--- config.mk ---
export PLATFORM = sky130hd
export DESIGN_NAME = exu_lsu_flat
export DESIGN_NICKNAME = d
export VERILOG_FILES = /design/src/rtl/lsu_pkg.sv /design/src/rtl/exu_lsu_if.sv /design/src/rtl/lsu_align.sv /design/src/rtl/exu_lsu.sv /design/src/flat_wrapper.sv
export SDC_FILE = /design/constraint.sdc
export NUM_CORES = 1
export LEC_CHECK = 0
export ABC_AREA = 1
export ABC_CLOCK_PERIOD_IN_PS = 2600
export CELL_PAD_IN_SITES_DETAIL_PLACEMENT = 0
export CELL_PAD_IN_SITES_GLOBAL_PLACEMENT = 1
export CORE_MARGIN = 2
export CORE_UTILIZATION = 43
export CTS_CLUSTER_SIZE = 10
export DETAILED_ROUTE_END_ITERATION = 12
export DONT_BUFFER_PORTS = 1
export PLACE_DENSITY_LB_ADDON = 0.1
export SLEW_MARGIN = 20
export SYNTH_ARGS = -nofsm -noshare
export SYNTH_HDL_FRONTEND = slang
export SYNTH_SLANG_ARGS = --single-unit
--- constraint.sdc ---
create_clock -name clk -period 2.6 [get_ports clk]
set_input_delay 0.78 -clock clk [delete_from_list [all_inputs] [get_ports clk]]
set_output_delay 0.78 -clock clk [all_outputs]
set_load 0.05 [all_outputs]
--- src/rtl/lsu_pkg.sv ---
// Shared encodings for the EXU load/store unit: access sizes, FSM states and
// the size-to-byte-mask helper.
package lsu_pkg;

  localparam logic [1:0] SIZE_B = 2'd0;
  localparam logic [1:0] SIZE_H = 2'd1;
  localparam logic [1:0] SIZE_W = 2'd2;
  localparam logic [1:0] SIZE_D = 2'd3;

  typedef enum logic [1:0] {
    IDLE,
    REQ,
    WAIT,
    RESP
  } lsu_state_e;

  function automatic logic [7:0] size_mask(input logic [1:0] size);
    case (size)
      SIZE_B:  size_mask = 8'h01;
      SIZE_H:  size_mask = 8'h03;
      SIZE_W:  size_mask = 8'h0F;
      default: size_mask = 8'hFF;
    endcase
  endfunction

endpackage

--- src/rtl/exu_lsu_if.sv ---
// EXU request / memory port / WBU response bundle for the load/store unit.
// The slave modport is the LSU itself; master is the surrounding pipeline+memory.
interface exu_lsu_if #(
  parameter int ISA_WIDTH = 32
);
  localparam int STRB_W = ISA_WIDTH / 8;

  logic                 req_valid;
  logic                 req_ready;
  logic                 req_we;
  logic [1:0]           req_size;
  logic                 req_unsigned;
  logic [ISA_WIDTH-1:0] req_addr;
  logic [ISA_WIDTH-1:0] req_wdata;

  logic                 mem_valid;
  logic                 mem_ready;
  logic                 mem_we;
  logic [ISA_WIDTH-1:0] mem_addr;
  logic [ISA_WIDTH-1:0] mem_wdata;
  logic [STRB_W-1:0]    mem_wstrb;
  logic                 mem_rvalid;
  logic [ISA_WIDTH-1:0] mem_rdata;

  logic                 rsp_valid;
  logic                 rsp_ready;
  logic [ISA_WIDTH-1:0] rsp_data;
  logic                 rsp_err;

  modport master (
    output req_valid, req_we, req_size, req_unsigned, req_addr, req_wdata,
    input  req_ready,
    input  mem_valid, mem_we, mem_addr, mem_wdata, mem_wstrb,
    output mem_ready, mem_rvalid, mem_rdata,
    input  rsp_valid, rsp_data, rsp_err,
    output rsp_ready
  );

  modport slave (
    input  req_valid, req_we, req_size, req_unsigned, req_addr, req_wdata,
    output req_ready,
    output mem_valid, mem_we, mem_addr, mem_wdata, mem_wstrb,
    input  mem_ready, mem_rvalid, mem_rdata,
    output rsp_valid, rsp_data, rsp_err,
    input  rsp_ready
  );

endinterface

--- src/rtl/lsu_align.sv ---
// Combinational byte-lane math: store strobes/shift, load extract + extend,
// and the misalignment / illegal-size flag.
module lsu_align
  import lsu_pkg::*;
#(
  parameter  int ISA_WIDTH = 32,
  localparam int STRB_W    = ISA_WIDTH / 8,
  localparam int OFF_W     = $clog2(ISA_WIDTH / 8)
) (
  input  logic [1:0]           i_size,
  input  logic                 i_unsigned,
  input  logic [OFF_W-1:0]     i_off,
  input  logic [ISA_WIDTH-1:0] i_wdata,
  input  logic [ISA_WIDTH-1:0] i_rdata,
  output logic [STRB_W-1:0]    o_wstrb,
  output logic [ISA_WIDTH-1:0] o_wdata,
  output logic [ISA_WIDTH-1:0] o_rdata,
  output logic                 o_misalign
);

  logic [7:0]           w_mask8;
  logic [OFF_W-1:0]     w_low;
  logic [ISA_WIDTH-1:0] w_shifted;
  logic [ISA_WIDTH-1:0] w_keep;
  logic                 w_sign;

  always_comb begin
    w_mask8    = size_mask(i_size);
    w_low      = OFF_W'((8'd1 << i_size) - 8'd1);
    o_misalign = ((i_size == SIZE_D) && (ISA_WIDTH != 64)) || ((i_off & w_low) != '0);
    o_wstrb    = STRB_W'({8'h00, w_mask8} << i_off);
    o_wdata    = i_wdata << {i_off, 3'b000};
    w_shifted  = i_rdata >> {i_off, 3'b000};
    // Expand the byte mask to a bit mask; bits outside it take the sign (or zero).
    w_keep = '0;
    for (int unsigned i = 0; i < STRB_W; i++) begin
      w_keep[8*i +: 8] = {8{w_mask8[i]}};
    end
    case (i_size)
      SIZE_B:  w_sign = w_shifted[7];
      SIZE_H:  w_sign = w_shifted[15];
      SIZE_W:  w_sign = w_shifted[31];
      default: w_sign = w_shifted[ISA_WIDTH-1];
    endcase
    o_rdata = (w_shifted & w_keep) | ({ISA_WIDTH{w_sign & ~i_unsigned}} & ~w_keep);
  end

endmodule

--- src/rtl/exu_lsu.sv ---
// EXU load/store unit: one outstanding op, IDLE->REQ->WAIT->RESP handshake FSM
// with registered outputs; lane math lives in lsu_align.
module exu_lsu
  import lsu_pkg::*;
#(
  parameter  int ISA_WIDTH = 32,
  localparam int STRB_W    = ISA_WIDTH / 8,
  localparam int OFF_W     = $clog2(ISA_WIDTH / 8)
) (
  input logic      clk,
  input logic      rst,
  exu_lsu_if.slave bus
);

  lsu_state_e           r_state;
  logic                 r_req_ready;
  logic                 r_mem_valid;
  logic                 r_rsp_valid;
  logic                 r_rsp_err;
  logic                 r_we;
  logic                 r_unsigned;
  logic [1:0]           r_size;
  logic [ISA_WIDTH-1:0] r_addr;
  logic [ISA_WIDTH-1:0] r_mem_wdata;
  logic [STRB_W-1:0]    r_mem_wstrb;
  logic [ISA_WIDTH-1:0] r_rsp_data;

  logic [1:0]           w_size;
  logic                 w_unsigned;
  logic [OFF_W-1:0]     w_off;
  logic [STRB_W-1:0]    w_wstrb;
  logic [ISA_WIDTH-1:0] w_wdata;
  logic [ISA_WIDTH-1:0] w_rdata;
  logic                 w_misalign;

  // One aligner serves the live request while idle and the captured op afterwards.
  always_comb begin
    if (r_state == IDLE) begin
      w_size     = bus.req_size;
      w_unsigned = bus.req_unsigned;
      w_off      = bus.req_addr[OFF_W-1:0];
    end else begin
      w_size     = r_size;
      w_unsigned = r_unsigned;
      w_off      = r_addr[OFF_W-1:0];
    end
  end

  lsu_align #(.ISA_WIDTH(ISA_WIDTH)) u_align (
    .i_size    (w_size),
    .i_unsigned(w_unsigned),
    .i_off     (w_off),
    .i_wdata   (bus.req_wdata),
    .i_rdata   (bus.mem_rdata),
    .o_wstrb   (w_wstrb),
    .o_wdata   (w_wdata),
    .o_rdata   (w_rdata),
    .o_misalign(w_misalign)
  );

  always_ff @(posedge clk) begin
    if (rst) begin
      r_state     <= IDLE;
      r_req_ready <= 1'b1;
      r_mem_valid <= 1'b0;
      r_rsp_valid <= 1'b0;
      r_rsp_err   <= 1'b0;
      r_we        <= 1'b0;
      r_unsigned  <= 1'b0;
      r_size      <= '0;
      r_addr      <= '0;
      r_mem_wdata <= '0;
      r_mem_wstrb <= '0;
      r_rsp_data  <= '0;
    end else begin
      case (r_state)
        IDLE: if (bus.req_valid) begin
          r_we        <= bus.req_we;
          r_size      <= bus.req_size;
          r_unsigned  <= bus.req_unsigned;
          r_addr      <= bus.req_addr;
          r_mem_wdata <= w_wdata;
          r_mem_wstrb <= bus.req_we ? w_wstrb : '0;
          r_req_ready <= 1'b0;
          if (w_misalign) begin
            r_rsp_data  <= '0;
            r_rsp_err   <= 1'b1;
            r_rsp_valid <= 1'b1;
            r_state     <= RESP;
          end else begin
            r_mem_valid <= 1'b1;
            r_state     <= REQ;
          end
        end
        REQ: if (bus.mem_ready) begin
          r_mem_valid <= 1'b0;
          r_state     <= WAIT;
        end
        WAIT: if (bus.mem_rvalid) begin
          r_rsp_data  <= r_we ? '0 : w_rdata;
          r_rsp_err   <= 1'b0;
          r_rsp_valid <= 1'b1;
          r_state     <= RESP;
        end
        RESP: if (bus.rsp_ready) begin
          r_rsp_valid <= 1'b0;
          r_rsp_err   <= 1'b0;
          r_req_ready <= 1'b1;
          r_state     <= IDLE;
        end
        default: r_state <= IDLE;
      endcase
    end
  end

  assign bus.req_ready = r_req_ready;
  assign bus.mem_valid = r_mem_valid;
  assign bus.mem_we    = r_we;
  assign bus.mem_addr  = {r_addr[ISA_WIDTH-1:OFF_W], {OFF_W{1'b0}}};
  assign bus.mem_wdata = r_mem_wdata;
  assign bus.mem_wstrb = r_mem_wstrb;
  assign bus.rsp_valid = r_rsp_valid;
  assign bus.rsp_data  = r_rsp_data;
  assign bus.rsp_err   = r_rsp_err;

endmodule

--- src/flat_wrapper.sv ---
// flat-port wrapper written by rule: the top's interface ports become plain ports
module exu_lsu_flat import lsu_pkg::*;
#(
  parameter  int ISA_WIDTH = 32,
  localparam int STRB_W    = ISA_WIDTH / 8,
  localparam int OFF_W     = $clog2(ISA_WIDTH / 8)
)
  (clk, rst, bus_req_valid, bus_req_we, bus_req_size, bus_req_unsigned, bus_req_addr, bus_req_wdata, bus_req_ready, bus_mem_valid, bus_mem_we, bus_mem_addr, bus_mem_wdata, bus_mem_wstrb, bus_mem_ready, bus_mem_rvalid, bus_mem_rdata, bus_rsp_valid, bus_rsp_data, bus_rsp_err, bus_rsp_ready);
  exu_lsu_if #(.ISA_WIDTH(ISA_WIDTH)) bus_i ();
  input logic clk;
  input logic rst;
  input wire logic [$bits(bus_i.req_valid)-1:0] bus_req_valid;
  input wire logic [$bits(bus_i.req_we)-1:0] bus_req_we;
  input wire logic [$bits(bus_i.req_size)-1:0] bus_req_size;
  input wire logic [$bits(bus_i.req_unsigned)-1:0] bus_req_unsigned;
  input wire logic [$bits(bus_i.req_addr)-1:0] bus_req_addr;
  input wire logic [$bits(bus_i.req_wdata)-1:0] bus_req_wdata;
  output wire logic [$bits(bus_i.req_ready)-1:0] bus_req_ready;
  output wire logic [$bits(bus_i.mem_valid)-1:0] bus_mem_valid;
  output wire logic [$bits(bus_i.mem_we)-1:0] bus_mem_we;
  output wire logic [$bits(bus_i.mem_addr)-1:0] bus_mem_addr;
  output wire logic [$bits(bus_i.mem_wdata)-1:0] bus_mem_wdata;
  output wire logic [$bits(bus_i.mem_wstrb)-1:0] bus_mem_wstrb;
  input wire logic [$bits(bus_i.mem_ready)-1:0] bus_mem_ready;
  input wire logic [$bits(bus_i.mem_rvalid)-1:0] bus_mem_rvalid;
  input wire logic [$bits(bus_i.mem_rdata)-1:0] bus_mem_rdata;
  output wire logic [$bits(bus_i.rsp_valid)-1:0] bus_rsp_valid;
  output wire logic [$bits(bus_i.rsp_data)-1:0] bus_rsp_data;
  output wire logic [$bits(bus_i.rsp_err)-1:0] bus_rsp_err;
  input wire logic [$bits(bus_i.rsp_ready)-1:0] bus_rsp_ready;
  assign bus_i.req_valid = bus_req_valid;
  assign bus_i.req_we = bus_req_we;
  assign bus_i.req_size = bus_req_size;
  assign bus_i.req_unsigned = bus_req_unsigned;
  assign bus_i.req_addr = bus_req_addr;
  assign bus_i.req_wdata = bus_req_wdata;
  assign bus_req_ready = bus_i.req_ready;
  assign bus_mem_valid = bus_i.mem_valid;
  assign bus_mem_we = bus_i.mem_we;
  assign bus_mem_addr = bus_i.mem_addr;
  assign bus_mem_wdata = bus_i.mem_wdata;
  assign bus_mem_wstrb = bus_i.mem_wstrb;
  assign bus_i.mem_ready = bus_mem_ready;
  assign bus_i.mem_rvalid = bus_mem_rvalid;
  assign bus_i.mem_rdata = bus_mem_rdata;
  assign bus_rsp_valid = bus_i.rsp_valid;
  assign bus_rsp_data = bus_i.rsp_data;
  assign bus_rsp_err = bus_i.rsp_err;
  assign bus_i.rsp_ready = bus_rsp_ready;
  exu_lsu #(.ISA_WIDTH(ISA_WIDTH)) u_core (.clk(clk), .rst(rst), .bus(bus_i));
endmodule
# --- Word level (Yosys, flattened, before mapping) ---
# Index checks and enable logic that the tools add are counted.
word_totals:
  reg_bits: 110
  out_inout_bits: 105
  wordCells: 81
classes:
  eq_ne: 12
  n_bitwise: 7
  shift: 4
  muxes: 31
  addsub: 1
  n_reduce_logical: 14
ops:
  columns: ["op", "count"]
  rows:
  - ["32-bit 2-to-1 mux", 4]
  - ["32-bit AND", 2]
  - ["32-bit one-hot mux with 2 select lines", 1]
  - ["32-bit inverter", 1]
  - ["32-bit bitwise OR", 1]
  - ["32-bit by 5-bit left shift with 32-bit output", 1]
  - ["32-bit by 5-bit >> shifter with 32-bit output", 1]
  - ["8-bit one-hot mux with 3 select lines", 1]
  - ["2-bit 2-to-1 mux", 7]
  - ["2-bit != test, second input constant", 6]
  - ["4-bit AND reduction", 3]
  - ["1-bit 2-to-1 mux", 11]
  - ["2-bit equality test, second input constant", 4]
  - ["2-bit one-hot mux with 4 select lines", 1]
  - ["2-bit nonzero test", 4]
  - ["8-bit by 2-bit left shift with 4-bit output", 1]
  - ["1-bit one-hot mux with 2 select lines", 3]
  - ["1-bit one-hot mux with 3 select lines", 2]
  - ["5-bit AND reduction", 1]
  - ["2-bit by 1-bit equality test with 1-bit output, second input constant", 2]
  - ["2-bit zero test", 2]
  - ["4-bit 2-to-1 mux", 1]
  - ["3-bit AND reduction", 1]
  - ["3-bit nonzero test", 1]
  - ["7 further kinds", 7]

# --- Depth between registers and ports, before layout ---
# Gate-level depths: netlist of the first run.
depth:
  depth_word: 10
  ltp_mapped: 15

# --- Cells and area by module ---
# Synthesis of the first run repeated with hierarchy kept, for this count alone.
unflattened:
  cells_unflattened: 907
  hier_area_um2: 5809.3
modules_own_cells:
  columns: ["mod", "cells_each", "seq_area_each_um2", "area_per_inst_um2", "n_inst"]
  rows:
  - ["exu_lsu", 627, 2202.1, 4541.9, 1]
  - ["lsu_align", 280, 0.0, 1267.5, 1]

# --- Least setup slack after synthesis of the first run ---
# OpenSTA, ideal clock, no wires.
synth_path:
  path_type: "input -> register"
  startpoint: "input port bus_req_addr[0]"
  endpoint: "register u_core.r_mem_wdata[16], in the netlist u_core.bus.mem_wdata[16]"
  path_buffers: 2
  setup_ns: 0.070
  path_stages: 7
  arrival_ns: 1.848
  setup_slack_ns: 0.682
  path_cell_list: "inv_1 > nand2_1 > nand2_2 > clkbuf_1 > clkbuf_1 > a31oi_1 > a21oi_1"
synth_between:
  elab_chain_len: 2
synth_rtl:
  columns: ["element", "line", "source"]
  rows:
  - ["start, declared", "flat_wrapper.sv:16", "input wire logic [$bits(bus_i.req_addr)-1:0] bus_req_addr;"]
  - ["2-bit 2-to-1 mux", "exu_lsu.sv:38", "if (r_state == IDLE) begin"]
  - ["32-bit by 5-bit left shift with 32-bit output", "lsu_align.sv:32", "o_wdata = i_wdata << {i_off, 3'b000};"]
  - ["end signal, assigned", "exu_lsu.sv:82", "r_mem_wdata <= w_wdata;"]
  - ["end, declared", "exu_lsu.sv:24", "logic [ISA_WIDTH-1:0] r_mem_wdata;"]
# Every way passes these cells.
# A chain may end at the register's enable or synchronous reset.

# --- Final worst setup path of the first run ---
layout_path:
  startpoint: "register u_core.r_state[0]"
  endpoint: "register u_core.r_rsp_data[8], in the netlist u_core.bus.rsp_data[8]"
layout_between:
  elab_chain_len: 10
  elab_cells_between_ends: 31
layout_rtl:
  columns: ["element", "line", "source"]
  rows:
  - ["start, declared", "exu_lsu.sv:15", "lsu_state_e r_state;"]
  - ["start signal, assigned", "exu_lsu.sv:63", "r_state <= IDLE;"]
  - ["start signal, assigned", "exu_lsu.sv:89", "r_state <= RESP;"]
  - ["start signal, assigned", "exu_lsu.sv:92", "r_state <= REQ;"]
  - ["2-bit zero test", "exu_lsu.sv:38, exu_lsu.sv:76", null]
  - ["2-bit 2-to-1 mux", "exu_lsu.sv:38", null]
  - ["32-bit by 5-bit >> shifter with 32-bit output, or another cell as far along", "lsu_align.sv:33", "w_shifted = i_rdata >> {i_off, 3'b000};"]
  - ["1-bit one-hot mux with 2 select lines / 8-bit one-hot mux with 3 select lines (equally long branches)", "lsu_align.sv:39, lsu_pkg.sv:18", null]
  - ["1-bit AND / 32-bit inverter (equally long branches)", "lsu_align.sv:45", "o_rdata = (w_shifted & w_keep) | ({ISA_WIDTH{w_sign & ~i_unsigned}} & ~w_keep);"]
  - ["32-bit AND", "lsu_align.sv:45", null]
  - ["32-bit bitwise OR", "lsu_align.sv:45", null]
  - ["32-bit 2-to-1 mux", "exu_lsu.sv:100", "r_rsp_data <= r_we ? '0 : w_rdata;"]
  - ["32-bit 2-to-1 mux", "exu_lsu.sv:99", "WAIT: if (bus.mem_rvalid) begin"]
  - ["32-bit one-hot mux with 2 select lines", "exu_lsu.sv:76", "case (r_state)"]
  - ["end signal, assigned", "exu_lsu.sv:100", null]
  - ["end, declared", "exu_lsu.sv:26", "logic [ISA_WIDTH-1:0] r_rsp_data;"]
# Parallel ways exist; a longest one is shown, timed or not. The select of a mux whose other input is x is not followed.

==> run metrics, run 1 <==
run status finished clean; clock power share 19.5%; RSZ-0062 raised after global routing false; CP max stage delay 0.37 ns; Combinational Power Share 36.5%; Switching Fraction 51.1%; crit path from u_core.r_state[0]; Primary FF master, synth dfxtp_1; Slowest cell on crit path dfxtp_1; Initial Utilization 44.0%; io pins 211; P_sw 4.00 mW; Yosys reg bits 110; worst reg-to-reg path cell count 11; crit path buf inv count 3; gate count of the mapped netlist 822; Period Utilization, post-route 89.8%; Longest Clk Path Bufs 2; main area contributors after synthesis dfxtp_1, nand2_1, nor2_1, a21oi_1, o21ai_0; worst-path maximum fanout 8; Final setup viols 0; internal power 3.82 mW; Lkg Pwr 2.38 nW; first-pass GRT wire length 24.7 mm; gr ovfl total 0; top cell type's share of synthesized area 39.9%; Top Family by Delay on Critical Path simple AND/OR/NAND/NOR gates; Num CTS Buffers 9; Worst Setup Start Kind register; initial antenna violation count 0; DP Wirelength 11.0 mm; Post-synth EDFFs 0; fin util 45.7%; via count 4,957; reg2reg end u_core.bus.rsp_data[8]; skew final 0.00445 ns; Detailed Route Iter0 Violations 277; Routed Antenna Nets 0; largest net degree at the start of global routing 62; leading area contributor after synthesis dfxtp_1; die span in x 117 um; P&R area growth vs syn 4.05%; final hold violations 0; Root Driver clkbuf_16; max_slew headroom 58.8%; HP Class register to register; die height 117 um; register area 2200 um2; Crit Path Category register to register; RD Place Congestion 0.833; critical path depth 11; Yosys warning count 0; Most common cell on crit path nand2_1; post-DR wirelength/cell 16.3 um; drt first pass iters 5; # fillers 1,357; Least-Margin Pin Slew 0.618 ns; drt total wl 15.3 mm; DRC 0; Async S/R FF share, synth 0%; FF-to-FF setup slack 0.26 ns; Clock Pin Slew Worst Setup and Hold Paths 0.07 ns; area of the multi-input gates 2620 um2; register area share after synthesis 39.9%; peak supply drop 502 uV; CP Data Arrival Time 2.62 ns; layout cells sized above 1 6.10%; ANT cells 0; Layout Nets 875; FF-to-FF Start u_core.r_state[0]; Core Box Area 12,600 um2; Crit. End Element register; Max-Cap Viols 0; vias in the first global route 4,705; sequential power share 44.0%; Cell Area, Synth 5530 um2; f_max 0.428 GHz; Cell Pwr Density 1360 nW/um2; crit path time final 2.34 ns; CTS tree built; most common cell in the netlist nand2_1; Cell variety after synth 27; Setup crit end u_core.bus.rsp_data[8]; Final Max Slew Viols 0; clock tree sinks 110; ordered list of cells on the worst path inv_1 -> ha_1 -> inv_2 -> nand2_1 -> nand2_1 -> inv_1 -> nand3_1 -> nand2_1 -> o21ai_2 -> nand3_1 -> a21oi_1; Row Count 41; CTS Hold Bufs 0; Clock Latency Late Sink 0.35 ns; Setup Fix Bufs, Post-CTS 0; gr usage total 22.0%; final hold slack 0.470 ns; H-Tree Depth 3; CP required 2.88 ns; average size of a mapped cell 6.72 um2; setup TNS 0 ns; number of port buffers 0; Die Area 13,800 um2; commonest cells in the netlist nand2_1, dfxtp_1, nor2_1; Avg Vias per Cell 5.26
-- power groups by stage --
stage	logic, mW	clock network, mW	registers, mW
floorplan	2.91	0	2.94
global placement	2.78	0	3.48
detailed placement	2.81	0	3.49
CTS	2.82	1.57	3.45
global route	3.27	1.64	3.49
finish	2.85	1.52	3.44
-- cells by family (layout without fill, tap and decap cells) --
family | count (synthesis) | count (layout) | share of synthesized area (%)
other | 1 | 2 | 0.0679
AOI/OAI and AO/OA | 197 | 197 | 19.2
DFF | 110 | 110 | 39.9
buffers and inverters | 145 | 92 | 13.1
adders and majority gates | 4 | 4 | 0.906
and+or+nand+nor | 365 | 365 | 26.9
-- through the flow --
stage | setup WS [ns] | total power, mW | std cells | area, um2
floorplan | 0.682 | 5.85 | 823 | 5530
CTS | 0.164 | 7.85 | 942 | 5730
finish | 0.265 | 7.82 | 942 | 5750
global route | 0.00169 | 8.41 | 942 | 5750
detailed placement | 0.183 | 6.31 | 926 | 5400
global placement | 0.273 | 6.26 | 926 | 5400
-- worst min path at each step --
stage | from | end | slack (ns) | cells after the start
CTS | u_core.r_size[0] | u_core.r_size[0] | 0.47 | 2
finish | u_core.r_size[0] | u_core.r_size[0] | 0.47 | 2
floorplan | u_core.r_size[1] | u_core.r_size[1] | 0.43 | 2
global route | rst | u_core.bus.mem_valid | 0.49 | 1
global placement | u_core.r_size[1] | u_core.r_size[1] | 0.45 | 2
detailed placement | u_core.r_size[0] | u_core.r_size[0] | 0.46 | 2
-- worst reg2reg max path, delay by kind of cell, from the launching register on --
kind | cells | cell delay, ns
AO/OA/AOI/OAI | 2 | 0.49
adder cells (fa/ha/maj) | 1 | 0.30
buffers and inverters | 3 | 0.41
AND/OR/NAND/NOR | 5 | 0.69
flip-flops | 1 | 0.37
-- per-layer routing --
layer  GRT usage, %  up-vias  share of wire, %
li1               -     2522                 -
met1           27.8     2248                43
met2           35.1      170                46
met3           7.30       17               8.8
met4           8.28        0               2.0
met5              0        -                 0
-- cell type report --
cell class	instances	share of cell area, %
flip-flops and latches	110	38.3
clock buffers	10	4.16
clock inverters	6	1.63
well taps	172	3.74
inverters	59	3.87
multi-input cells	568	45.6
repair buffers	17	2.72
-- timing repair --
| item | in CTS | in global routing |
|---|---|---|
| hold endpoints to repair | 0 | 0 |
| gates resized for setup | 0 | 4 |
| setup endpoints to repair | 0 | 24 |
-- flip-flops by register name, summed over array words and instances (netlist names) --
register,flops
u_core.r_unsigned,1
u_core.bus.rsp_valid,1
u_core.bus.mem_wdata,32
u_core.bus.mem_valid,1
u_core.bus.mem_we,1
u_core.bus.req_ready,1
u_core.bus.mem_wstrb,4
u_core.r_size,2
u_core.r_state,2
u_core.r_addr,32
u_core.bus.rsp_data,32
u_core.bus.rsp_err,1
-- layout by cell type (no fill, tap or decap), drive strengths merged --
cell type / instances
o221ai: 5
nor2: 107
clkbuf: 10
nand3: 49
a31oi: 12
or2: 1
dfxtp: 110
a21oi: 78
nand2: 201
nand4: 1
inv: 59
conb: 2
o211ai: 15
ha: 4
clkinv: 4
a211oi: 1
nor3: 6
bufinv: 2
buf: 17
o21ai: 86
No activity file was read; power rests on OpenSTA's default activity.
==> inputs of run 2 (changes only) <==
- HOLD_SLACK_MARGIN: not set -> 0.15
- SLEW_MARGIN: 20 -> not set
==> results of run 2 <==
No change in the layout: final DEF, timing and power equal those of run 1.
